===== src/rtl/stopwatch_timer_pkg.sv =====
// Shared encodings and helpers for the stopwatch/timer datapath.
// Imported by the top level and by the bench-facing encodings.
package stopwatch_pkg;

    typedef enum logic [2:0] {
        ST_IDLE  = 3'd0,
        ST_RUN   = 3'd1,
        ST_PAUSE = 3'd2,
        ST_CLEAR = 3'd3,
        ST_DONE  = 3'd4
    } state_e;

    localparam logic [2:0] CMD_NOP   = 3'd0;
    localparam logic [2:0] CMD_START = 3'd1;
    localparam logic [2:0] CMD_STOP  = 3'd2;
    localparam logic [2:0] CMD_RESET = 3'd3;
    localparam logic [2:0] CMD_LAP   = 3'd4;
    localparam logic [2:0] CMD_LOAD  = 3'd5;

    localparam logic [5:0] SEC_MAX = 6'd59;

    function automatic logic [5:0] clamp_sec(input logic [5:0] s);
        return (s > SEC_MAX) ? SEC_MAX : s;
    endfunction

endpackage


===== src/rtl/stopwatch_timer_tick_gen.sv =====
// One-second tick prescaler: counts enabled cycles and pulses tick on the
// last count of each CLK_DIV period; freezes when disabled.
module tick_gen #(
    parameter int CLK_DIV = 1
) (
    input  logic clk,
    input  logic rst,
    input  logic en,
    input  logic clr,
    output logic tick
);

    localparam int CW = $clog2(CLK_DIV) + 1;
    localparam logic [CW-1:0] CNT_LAST = CW'(CLK_DIV - 1);

    logic [CW-1:0] cnt_r;
    logic          tick_s;

    assign tick_s = en && (cnt_r == CNT_LAST);
    assign tick   = tick_s;

    // Prescaler counter: clear has priority, wraps after the tick cycle
    always_ff @(posedge clk or negedge rst) begin
        if (!rst) begin
            cnt_r <= {CW{1'b0}};
        end else if (clr) begin
            cnt_r <= {CW{1'b0}};
        end else if (en) begin
            cnt_r <= tick_s ? {CW{1'b0}} : cnt_r + CW'(1);
        end else begin
            cnt_r <= cnt_r;
        end
    end

endmodule


===== src/rtl/stopwatch_timer.sv =====
// Stopwatch/timer with prescaled ticks, up/down counting, preset load,
// lap capture and expiry/overflow flags. All outputs come from registers.
module stopwatch_timer
    import stopwatch_pkg::*;
#(
    parameter int CLK_DIV = 1,
    parameter int MIN_W   = 6,
    parameter int MAX_MIN = 59
) (
    input  logic             clk,
    input  logic             rst,
    input  logic [2:0]       cmd,
    input  logic             dir,
    input  logic [MIN_W-1:0] preset_min,
    input  logic [5:0]       preset_sec,
    output logic [2:0]       state,
    output logic [MIN_W-1:0] min,
    output logic [5:0]       sec,
    output logic [MIN_W-1:0] lap_min,
    output logic [5:0]       lap_sec,
    output logic             lap_valid,
    output logic             expired,
    output logic             ovf,
    output logic             tick
);

    localparam logic [MIN_W-1:0] MIN_LAST = MIN_W'(MAX_MIN);
    localparam logic [MIN_W-1:0] MIN_ZERO = {MIN_W{1'b0}};
    localparam logic [MIN_W-1:0] MIN_ONE  = MIN_W'(1);

    state_e           state_r, state_n;
    logic [MIN_W-1:0] min_r, min_n;
    logic [5:0]       sec_r, sec_n;
    logic [MIN_W-1:0] lap_min_r, lap_min_n;
    logic [5:0]       lap_sec_r, lap_sec_n;
    logic             lap_valid_r, lap_valid_n;
    logic             expired_r, expired_n;
    logic             ovf_r, ovf_n;
    logic             dir_r, dir_n;
    logic             pre_en_s, pre_clr_s, tick_s;

    assign pre_en_s  = (state_r == ST_RUN);
    assign pre_clr_s = ((state_r == ST_IDLE) && (cmd == CMD_START)) || (state_r == ST_CLEAR);

    tick_gen #(.CLK_DIV(CLK_DIV)) u_tick_gen (
        .clk  (clk),
        .rst  (rst),
        .en   (pre_en_s),
        .clr  (pre_clr_s),
        .tick (tick_s)
    );

    // Next-state, counter, lap and flag computation
    always_comb begin
        state_n     = state_r;
        min_n       = min_r;
        sec_n       = sec_r;
        lap_min_n   = lap_min_r;
        lap_sec_n   = lap_sec_r;
        lap_valid_n = 1'b0;
        expired_n   = expired_r;
        ovf_n       = ovf_r;
        dir_n       = dir_r;
        case (state_r)
            ST_IDLE: begin
                if (cmd == CMD_START) begin
                    dir_n = dir;
                    if (dir && (min_r == MIN_ZERO) && (sec_r == 6'd0)) begin
                        state_n   = ST_DONE;
                        expired_n = 1'b1;
                    end else begin
                        state_n = ST_RUN;
                    end
                end else if (cmd == CMD_LOAD) begin
                    min_n = (preset_min > MIN_LAST) ? MIN_LAST : preset_min;
                    sec_n = clamp_sec(preset_sec);
                end else begin
                    state_n = ST_IDLE;
                end
            end
            ST_RUN: begin
                if (cmd == CMD_RESET) begin
                    // Pending tick update is dropped; CLEAR zeroes everything next
                    state_n = ST_CLEAR;
                end else begin
                    if (tick_s && dir_r) begin
                        sec_n = (sec_r == 6'd0) ? SEC_MAX : sec_r - 6'd1;
                        min_n = (sec_r == 6'd0) ? min_r - MIN_ONE : min_r;
                    end else if (tick_s) begin
                        sec_n = (sec_r == SEC_MAX) ? 6'd0 : sec_r + 6'd1;
                        min_n = (sec_r != SEC_MAX) ? min_r :
                                (min_r == MIN_LAST) ? MIN_ZERO : min_r + MIN_ONE;
                        ovf_n = ovf_r | ((sec_r == SEC_MAX) && (min_r == MIN_LAST));
                    end else begin
                        sec_n = sec_r;
                    end
                    if (tick_s && dir_r && (min_r == MIN_ZERO) && (sec_r == 6'd1)) begin
                        state_n   = ST_DONE;
                        expired_n = 1'b1;
                    end else if (cmd == CMD_STOP) begin
                        state_n = ST_PAUSE;
                    end else begin
                        state_n = ST_RUN;
                    end
                    if (cmd == CMD_LAP) begin
                        lap_min_n   = min_r;
                        lap_sec_n   = sec_r;
                        lap_valid_n = 1'b1;
                    end else begin
                        lap_valid_n = 1'b0;
                    end
                end
            end
            ST_PAUSE: begin
                if (cmd == CMD_START) begin
                    state_n = ST_RUN;
                end else if (cmd == CMD_RESET) begin
                    state_n = ST_CLEAR;
                end else if (cmd == CMD_LAP) begin
                    lap_min_n   = min_r;
                    lap_sec_n   = sec_r;
                    lap_valid_n = 1'b1;
                end else begin
                    state_n = ST_PAUSE;
                end
            end
            ST_DONE: begin
                if (cmd == CMD_RESET) begin
                    state_n = ST_CLEAR;
                end else begin
                    state_n = ST_DONE;
                end
            end
            ST_CLEAR: begin
                min_n     = MIN_ZERO;
                sec_n     = 6'd0;
                expired_n = 1'b0;
                ovf_n     = 1'b0;
                state_n   = ST_IDLE;
            end
            default: begin
                state_n = ST_IDLE;
            end
        endcase
    end

    // State and datapath registers
    always_ff @(posedge clk or negedge rst) begin
        if (!rst) begin
            state_r     <= ST_IDLE;
            min_r       <= MIN_ZERO;
            sec_r       <= 6'd0;
            lap_min_r   <= MIN_ZERO;
            lap_sec_r   <= 6'd0;
            lap_valid_r <= 1'b0;
            expired_r   <= 1'b0;
            ovf_r       <= 1'b0;
            dir_r       <= 1'b0;
        end else begin
            state_r     <= state_n;
            min_r       <= min_n;
            sec_r       <= sec_n;
            lap_min_r   <= lap_min_n;
            lap_sec_r   <= lap_sec_n;
            lap_valid_r <= lap_valid_n;
            expired_r   <= expired_n;
            ovf_r       <= ovf_n;
            dir_r       <= dir_n;
        end
    end

    assign state     = state_r;
    assign min       = min_r;
    assign sec       = sec_r;
    assign lap_min   = lap_min_r;
    assign lap_sec   = lap_sec_r;
    assign lap_valid = lap_valid_r;
    assign expired   = expired_r;
    assign ovf       = ovf_r;
    assign tick      = tick_s;

endmodule


===== config.mk =====
export PLATFORM = sky130hd
export DESIGN_NAME = stopwatch_timer
export DESIGN_NICKNAME = d
export VERILOG_FILES = /design/src/rtl/stopwatch_timer_pkg.sv /design/src/rtl/stopwatch_timer_tick_gen.sv /design/src/rtl/stopwatch_timer.sv
export SDC_FILE = /design/constraint.sdc
export NUM_CORES = 1
export LEC_CHECK = 0
export CAP_MARGIN = 40
export CORE_ASPECT_RATIO = 0.7
export CORE_MARGIN = 4
export CORE_UTILIZATION = 54
export CTS_CLUSTER_SIZE = 10
export DETAILED_ROUTE_END_ITERATION = 10
export PLACE_DENSITY_LB_ADDON = 0.25
export REMOVE_ABC_BUFFERS = 1
export SYNTH_ARGS = -nofsm -noshare
export SYNTH_HDL_FRONTEND = slang
export SYNTH_SLANG_ARGS = --single-unit

===== constraint.sdc =====
create_clock -name clk -period 3.35 [get_ports clk]
set_input_delay 0.5025 -clock clk [delete_from_list [all_inputs] [get_ports clk]]
set_output_delay 0.5025 -clock clk [all_outputs]
set_load 0.1 [all_outputs]

==> results of run 1 <==
[worst paths after layout]
kind                            start         end  slack [ns]  cells after the start
setup / recovery             state[1]     expired        0.92                      5
hold / removal             lap_sec[2]  lap_sec[2]        0.49                      2
setup reg to reg             state[1]     expired        0.92                      5
hold reg to reg            lap_sec[2]  lap_sec[2]        0.49                      2
max in group asynchronous         rst    state[1]        2.42                      2
min in group asynchronous         rst   lap_valid        0.63                      2
[per-stage QoR]
step                cell area (um2)  util (%)  worst slack, ns  instances
finish                         2889     80.17           0.9198        358
floorplan                      1977         -         -0.01164        230
detailed placement             2778     77.08           0.9197        350
CTS                            2889     80.17           0.9955        358
global placement               2522     70.00           0.9576        333
global route                   2889     80.17           0.8098        358
[cell usage after synthesis, drive strengths merged, types with 5 or more instances]
| library cell | n |
|---|---|
| a21oi | 15 |
| nand3 | 11 |
| clkbuf | 8 |
| nor2b | 7 |
| buf | 9 |
| ha | 6 |
| o211ai | 6 |
| dfrtp | 32 |
| xnor2 | 6 |
| o21ai | 18 |
| inv | 5 |
| nand2 | 41 |
| nor2 | 19 |
[flip-flops by register name, summed over array words and instances (netlist names)]
| signal | flops |
|---|---|
| state | 3 |
| dir_r | 1 |
| lap_sec | 6 |
| min | 6 |
| ovf | 1 |
| expired | 1 |
| sec | 6 |
| lap_valid | 1 |
| u_tick_gen.cnt_r | 1 |
| lap_min | 6 |
[cell families (layout without fill, tap and decap cells)]
family	count (synthesis)	in the layout
flip-flops	32	32
XOR/XNOR	8	8
AND/OR/NAND/NOR	109	109
buffers and inverters	23	84
AO/OA/AOI/OAI	67	67
multiplexers	2	2
adder cells (fa/ha/maj)	6	6
[metal layers]
| layer | GRT usage (%) | vias up | wire length, um |
|---|---|---|---|
| met3 | 4.669 | 12 | 456 |
| met4 | 7.583 | 0 | 75 |
| li1 | - | 1004 | - |
| met2 | 44.07 | 112 | 2936 |
| met1 | 37.61 | 1034 | 2626 |
| met5 | 0 | - | 0 |
[worst min-delay path, delay by kind of cell (launching register included)]
family	cells	cell delay, ns
AND/OR/NAND/NOR	2	0.11
flip-flops	1	0.35
[area by class of cell]
class / count / area (um2)
clock inverters: 3 / 42.54
inverters: 6 / 22.52
fillers: 254 / 714.4
well taps: 50 / 62.56
clock buffers: 5 / 68.82
repair buffers: 70 / 738.2
flip-flops and latches: 32 / 800.8
multi-input cells: 192 / 1154
==> results.cfg, run 1 <==
[finish]
mostFrequentLayoutCell = nand2_1
antenna_cells = 0
final_cell_mix = nand2_1, clkdlybuf4s50_1, dfrtp_1
nets = 331
drive_gt1_share_pct = 15.91
area_delta_synth_final_pct = 38.93

[synthesis]
syn_area_per_cell_um2 = 8.419
ys_warn_count = 0
synth_top_area_share_pct = 38.51
synth_cells = 247
synth_xor_area_share_pct = 3.369
synth_adder_area_share_pct = 3.610
synth_simple_gate_area_share_pct = 25.93
synthMuxAreaShare_pct = 1.264
synth_compound_area_share_pct = 21.30
async_flop_share_pct = 100.0
synth_top_family_by_area = simple AND/OR/NAND/NOR gates
synth.area.top_cells = dfrtp_1, nand2_1, o21ai_0
synthesis.area_um2 = 2079
synth_flop_cell = dfrtp_1
synth_enable_flop_cells = 0
ys_seq_elements = 32
ys_seq_area_share_pct = 38.51
ys_types = 54
synth_area_leader_cell = dfrtp_1

[sta]
timing.fmax_mhz = 411.5
drv_slew = 0
hold-worst-slack_ns = 0.4892
finalSetupViolCount = 0
tightest_slew_ns = 0.7334
rsz0062_at_grt = false
fin_setup_tns_ns = 0
relSlewSlack_pct = 50.93
layout_min_cycle_time_ns = 2.430
fin_worst_skew_ns = 0.003134
hold_violations = 0
layout_worst_path_cycle_share_pct = 72.54

[cts]
post_cts_buffers = 0
cts_resized = 0
cts_max_path_buffers = 2
postCtsHoldBufs = 0
cts-root-buf = clkbuf_8
cts-htree-levels = 2
cts_inserted_buffers = 5
cts.sinks = 32
cts_tree = built
clock_latency_ns = 0.29
clk_pin_slew_ns = 0.07

[worst_setup_path]
path_buf_inv = 0
worstSetupPathType = flip-flop to flip-flop
path_common_cell = nor2_1
cp_max_fo = 11
crit_required_ns = 3.53
cpMaxStageDelayCell = nor2_1
critPathLaunchType = flip-flop
cp.arrival_ns = 2.61
crit_family = simple AND/OR/NAND/NOR gates
worstSetupEndpointType = flip-flop
cp_cell_sequence = or3b_1 -> nor2_1 -> a31o_2 -> nor2_1 -> a221oi_1
max_stage_delay_ns = 0.64

[drt]
wl_per_cell_um = 17.03
via_per_inst = 6.039
detail-route-antenna-nets = 0
vias = 2162
drt-initial-drc-count = 230
wirelength_mm = 6.095
drc = 0
dr.pass1.iters = 5

[global_routing]
grt_util_all_layers_pct = 27.18
grt_max_degree = 33
grt_pass1_wl_mm = 10.07
antenna_found_initial = 0
grt.overflow.total = 0
grt_pass1_vias = 2044

[floorplan]
fp.dieW_um = 82.17
die_area_um2 = 4924
io_pins = 49
dieHeight_um = 59.92
row_count = 18
start_util_pct = 57.71
coreArea_um2 = 3603

[hold_path]
hp-class = flip-flop to flip-flop

[placed_design]
gp_congestion = 0.8765
dp_hpwl_mm = 4.342
io_buffers = 48

[status]
run_status = finished, final reports clean

[run]
maxCapViolCount = 0
Power of run 1 is not shown: default switching activity piles up to over one toggle a cycle in this logic, so the estimate is an artifact.
==> run 2, diff against run 1 <==
--- a/config.mk
+++ b/config.mk
@@ -8,7 +8,7 @@
 export CAP_MARGIN = 40
 export CORE_ASPECT_RATIO = 0.7
 export CORE_MARGIN = 4
-export CORE_UTILIZATION = 54
+export CORE_UTILIZATION = 50
 export CTS_CLUSTER_SIZE = 10
 export DETAILED_ROUTE_END_ITERATION = 10
 export PLACE_DENSITY_LB_ADDON = 0.25
==> constraint.sdc (replaced) <==
create_clock -name clk -period 2.5 [get_ports clk]
set_input_delay 0.375 -clock clk [delete_from_list [all_inputs] [get_ports clk]]
set_output_delay 0.375 -clock clk [all_outputs]
set_load 0.1 [all_outputs]
==> results.cfg, run 2 (synthesis gave the netlist of run 1 again) <==
[floorplan]
start_util_pct = 52.38
coreArea_um2 = 3970
io_pins = 49
dieHeight_um = 61.96
fp.dieW_um = 85.08
die_area_um2 = 5271
row_count = 19

[placed_design]
dpl_worst_slack_ns = 0.1786
gp_congestion = 0.8879
dp_hpwl_mm = 4.084
dpl-instance-area_um2 = 2577
io_buffers = 48

[finish]
final_cell_area_um2 = 2670
antenna_cells = 0
area_delta_synth_final_pct = 28.40
drive_gt1_share_pct = 19.87
nets = 325
mostFrequentLayoutCell = buf_4
final_cell_mix = buf_4, nand2_1, dfrtp_1

[cts]
postCtsHoldBufs = 0
post_cts_buffers = 0
cts_tree = built
cts_inserted_buffers = 5
cts-root-buf = clkbuf_8
clock_latency_ns = 0.28
cts_max_path_buffers = 2
cts_resized = 0
cts-htree-levels = 2
clk_pin_slew_ns = 0.07
cts.sinks = 32

[global_routing]
grt.overflow.total = 0
grt_pass1_vias = 1849
grt_max_degree = 33
antenna_found_initial = 0
grt_util_all_layers_pct = 21.94
grt_pass1_wl_mm = 9.163

[sta]
tightest_slew_ns = 0.5926
layout_worst_path_cycle_share_pct = 83.80
layout_min_cycle_time_ns = 2.095
hold-worst-slack_ns = 0.4822
fin_worst_skew_ns = 0.002330
relSlewSlack_pct = 60.13
hold_violations = 0
finalSetupViolCount = 0
worst_slack_ns = 0.4051
rsz0062_at_grt = false
timing.fmax_mhz = 477.3
drv_slew = 0

[worst_setup_path]
path_buf_inv = 1
worstSetupEndpointType = flip-flop
critPathLaunchType = flip-flop
max_stage_delay_ns = 0.50
worstSetupPathType = flip-flop to flip-flop
cpMaxStageDelayCell = or3b_1
cp_max_fo = 9
cp_cell_sequence = or3b_1 -> nor2_1 -> buf_4 -> a31o_2 -> nor2_1 -> a221oi_1
crit_required_ns = 2.68
crit_family = simple AND/OR/NAND/NOR gates
cp.arrival_ns = 2.27
path_common_cell = nor2_1

[drt]
dr.pass1.iters = 4
vias = 2052
via_per_inst = 5.797
drc = 0
wirelength_mm = 5.449
drt-initial-drc-count = 160
detail-route-antenna-nets = 0
wl_per_cell_um = 15.39

[run]
maxCapViolCount = 0

[status]
run_status = finished, final reports clean

[hold_path]
hp-class = flip-flop to flip-flop
## run 2: cell count changes in the layout (fill, tap and decap cells not counted)
cell / change
clkdlybuf4s50_1: -17
buf_4: +27
clkinv_2: +1
buf_12: +1
buf_8: -17
clkinvlp_4: -1
bufinv_16: -1
clkbuf_8: +1
## run 2: area by class of cell
type	instances	area, um2
sequential	32	800.8
multi-input combinational	192	1154
timing repair buffer	64	535.5
inverter	6	22.52
clock buffer	6	82.58
tap	52	65.06
clock inverter	2	10.01
fill	351	1300
## run 2: worst min-delay path: stages (launching register included)
cell     delay (ns)
dfrtp_1        0.35
nand2_1        0.05
nand2_1        0.05
## run 2: worst paths after layout
kind                       startpoint          to  slack, ns  cells past startpoint
max                          state[2]     expired       0.41                      6
min                        lap_sec[4]  lap_sec[4]       0.48                      2
max reg2reg                  state[2]     expired       0.41                      6
min reg2reg                lap_sec[4]  lap_sec[4]       0.48                      2
max in group asynchronous         rst    state[2]       1.71                      2
min in group asynchronous         rst  lap_min[1]       0.49                      2
## run 2: routing by layer
layer  GRT usage (%)  vias up  share of wire, %
li1                -      997                 -
met1           32.60      977                48
met2           33.08       74                44
met3           4.348        4               6.9
met4           5.418        0              0.51
met5               0        -                 0
## run 2: per-stage QoR
stage               std cells  TNS [ns]  util [%]
floorplan                 230    -2.322         -
global placement          346         0     64.92
detailed placement        346         0     64.92
CTS                       354         0     67.26
global route              354         0     67.26
finish                    354         0     67.26
Power of run 2 is left out for the same reason.
==> run 3, diff against run 2 <==
--- a/config.mk
+++ b/config.mk
@@ -8,7 +8,7 @@
 export CAP_MARGIN = 40
 export CORE_ASPECT_RATIO = 0.7
 export CORE_MARGIN = 4
-export CORE_UTILIZATION = 50
+export CORE_UTILIZATION = 45
 export CTS_CLUSTER_SIZE = 10
 export DETAILED_ROUTE_END_ITERATION = 10
 export PLACE_DENSITY_LB_ADDON = 0.25
==> constraint.sdc (replaced) <==
create_clock -name clk -period 1.9 [get_ports clk]
set_input_delay 0.285 -clock clk [delete_from_list [all_inputs] [get_ports clk]]
set_output_delay 0.285 -clock clk [all_outputs]
set_load 0.1 [all_outputs]
==> results.cfg, run 3 (synthesis gave the netlist of run 1 again) <==
[finish]
final_cell_mix = buf_4, nand2_1, dfrtp_1
drive_gt1_share_pct = 27.88
mostFrequentLayoutCell = buf_4
antenna_cells = 0
area_delta_synth_final_pct = 49.64
nets = 353
instances_no_fill = 385

[sta]
relSlewSlack_pct = 64.48
layout_min_cycle_time_ns = 1.878
timing.fmax_mhz = 532.4
hold-worst-slack_ns = 0.4053
finalSetupViolCount = 0
tightest_slew_ns = 0.5328
layout_worst_path_cycle_share_pct = 98.86
rsz0062_at_grt = true
fin_worst_skew_ns = 0.004021
hold_violations = 0
drv_slew = 0

[drt]
dr.pass1.iters = 5
drt-initial-drc-count = 163
wirelength_mm = 6.063
detail-route-antenna-nets = 0
via_per_inst = 5.639
vias = 2171
wl_per_cell_um = 15.75
drc = 0

[cts]
cts_max_path_buffers = 2
cts-root-buf = clkbuf_8
postCtsHoldBufs = 0
cts.sinks = 32
cts_inserted_buffers = 5
clk_pin_slew_ns = 0.07
cts-htree-levels = 2
clock_latency_ns = 0.29
cts_tree = built

[worst_setup_path]
critPathLaunchType = flip-flop
path_buf_inv = 2
r2r_slack_ns = 0.04
r2r_end = sec[2]
path_depth = 4
max_stage_delay_ns = 0.45
cpMaxStageDelayCell = or3b_4
cp_max_fo = 6
worstSetupPathType = flip-flop to primary output
cp_cell_sequence = or3b_4 -> buf_4 -> nor2_4 -> buf_12
cp.arrival_ns = 1.59
crit_required_ns = 1.62
crit_family = simple AND/OR/NAND/NOR gates
r2r-start = state[2]
worstSetupEndpointType = primary output
rr_worst_depth = 7

[global_routing]
antenna_found_initial = 0
grt_pass1_wl_mm = 9.894
grt_max_degree = 33
grt_pass1_vias = 2065
grt_util_all_layers_pct = 22.19
grt.overflow.total = 0

[placed_design]
gp_congestion = 0.9236
io_buffers = 48
dp_hpwl_mm = 4.586
dp.cells = 376

[floorplan]
dieHeight_um = 64.88
io_pins = 49
die_area_um2 = 5790
coreArea_um2 = 4404
row_count = 20
start_util_pct = 47.22
fp.dieW_um = 89.25

[status]
run_status = finished, final reports clean

[run]
maxCapViolCount = 0

[hold_path]
hp-class = input port to async pin
## run 3: how the worst max path moves through the flow
stage / start / endpoint / slack (ns)
after detailed placement: cmd[2] / min[4] / -0.14
after floorplan: state[0] / tick / -1.24
after CTS: state[2] / tick / -0.01
final: state[1] / tick / 0.02
after global routing: state[1] / tick / -0.05
after global placement: cmd[2] / min[0] / -0.1
## run 3: layer usage
layer	vias to the layer above	global-route usage, %	routed length [um]
met1	1020	32.91	2847
met5	-	0	0
met4	0	7.063	99
met3	16	4.193	471
li1	1053	-	-
met2	82	32.26	2644
## run 3: layout make-up
type,instances,area (um2)
fill,346,1292
inverter,6,22.52
multi-input combinational,192,1175
clock buffer,5,68.82
sequential,32,800.8
tap,55,68.82
clock inverter,3,42.54
timing repair buffer,92,933.4
## run 3: stage by stage
step / cell area, um2 / setup WS, ns / TNS (ns) / utilization, %
2_1_floorplan: 1977 / -1.244 / -14.65 / -
3_3_place_gp: 2972 / -0.09782 / -0.3953 / 67.47
3_5_place_dp: 2972 / -0.1364 / -0.8786 / 67.47
4_1_cts: 3088 / -0.01345 / -0.01345 / 70.11
5_1_grt: 3112 / -0.05052 / -0.09389 / 70.65
6_report: 3112 / 0.02173 / 0 / 70.65
## run 3: timing repair
action | CTS | global route
buffers inserted | 0 | 1
endpoints found under the setup margin | 2 | 7
resized for setup | 3 | 4
pin swaps | 0 | 2
Power of run 3 is left out for the same reason.
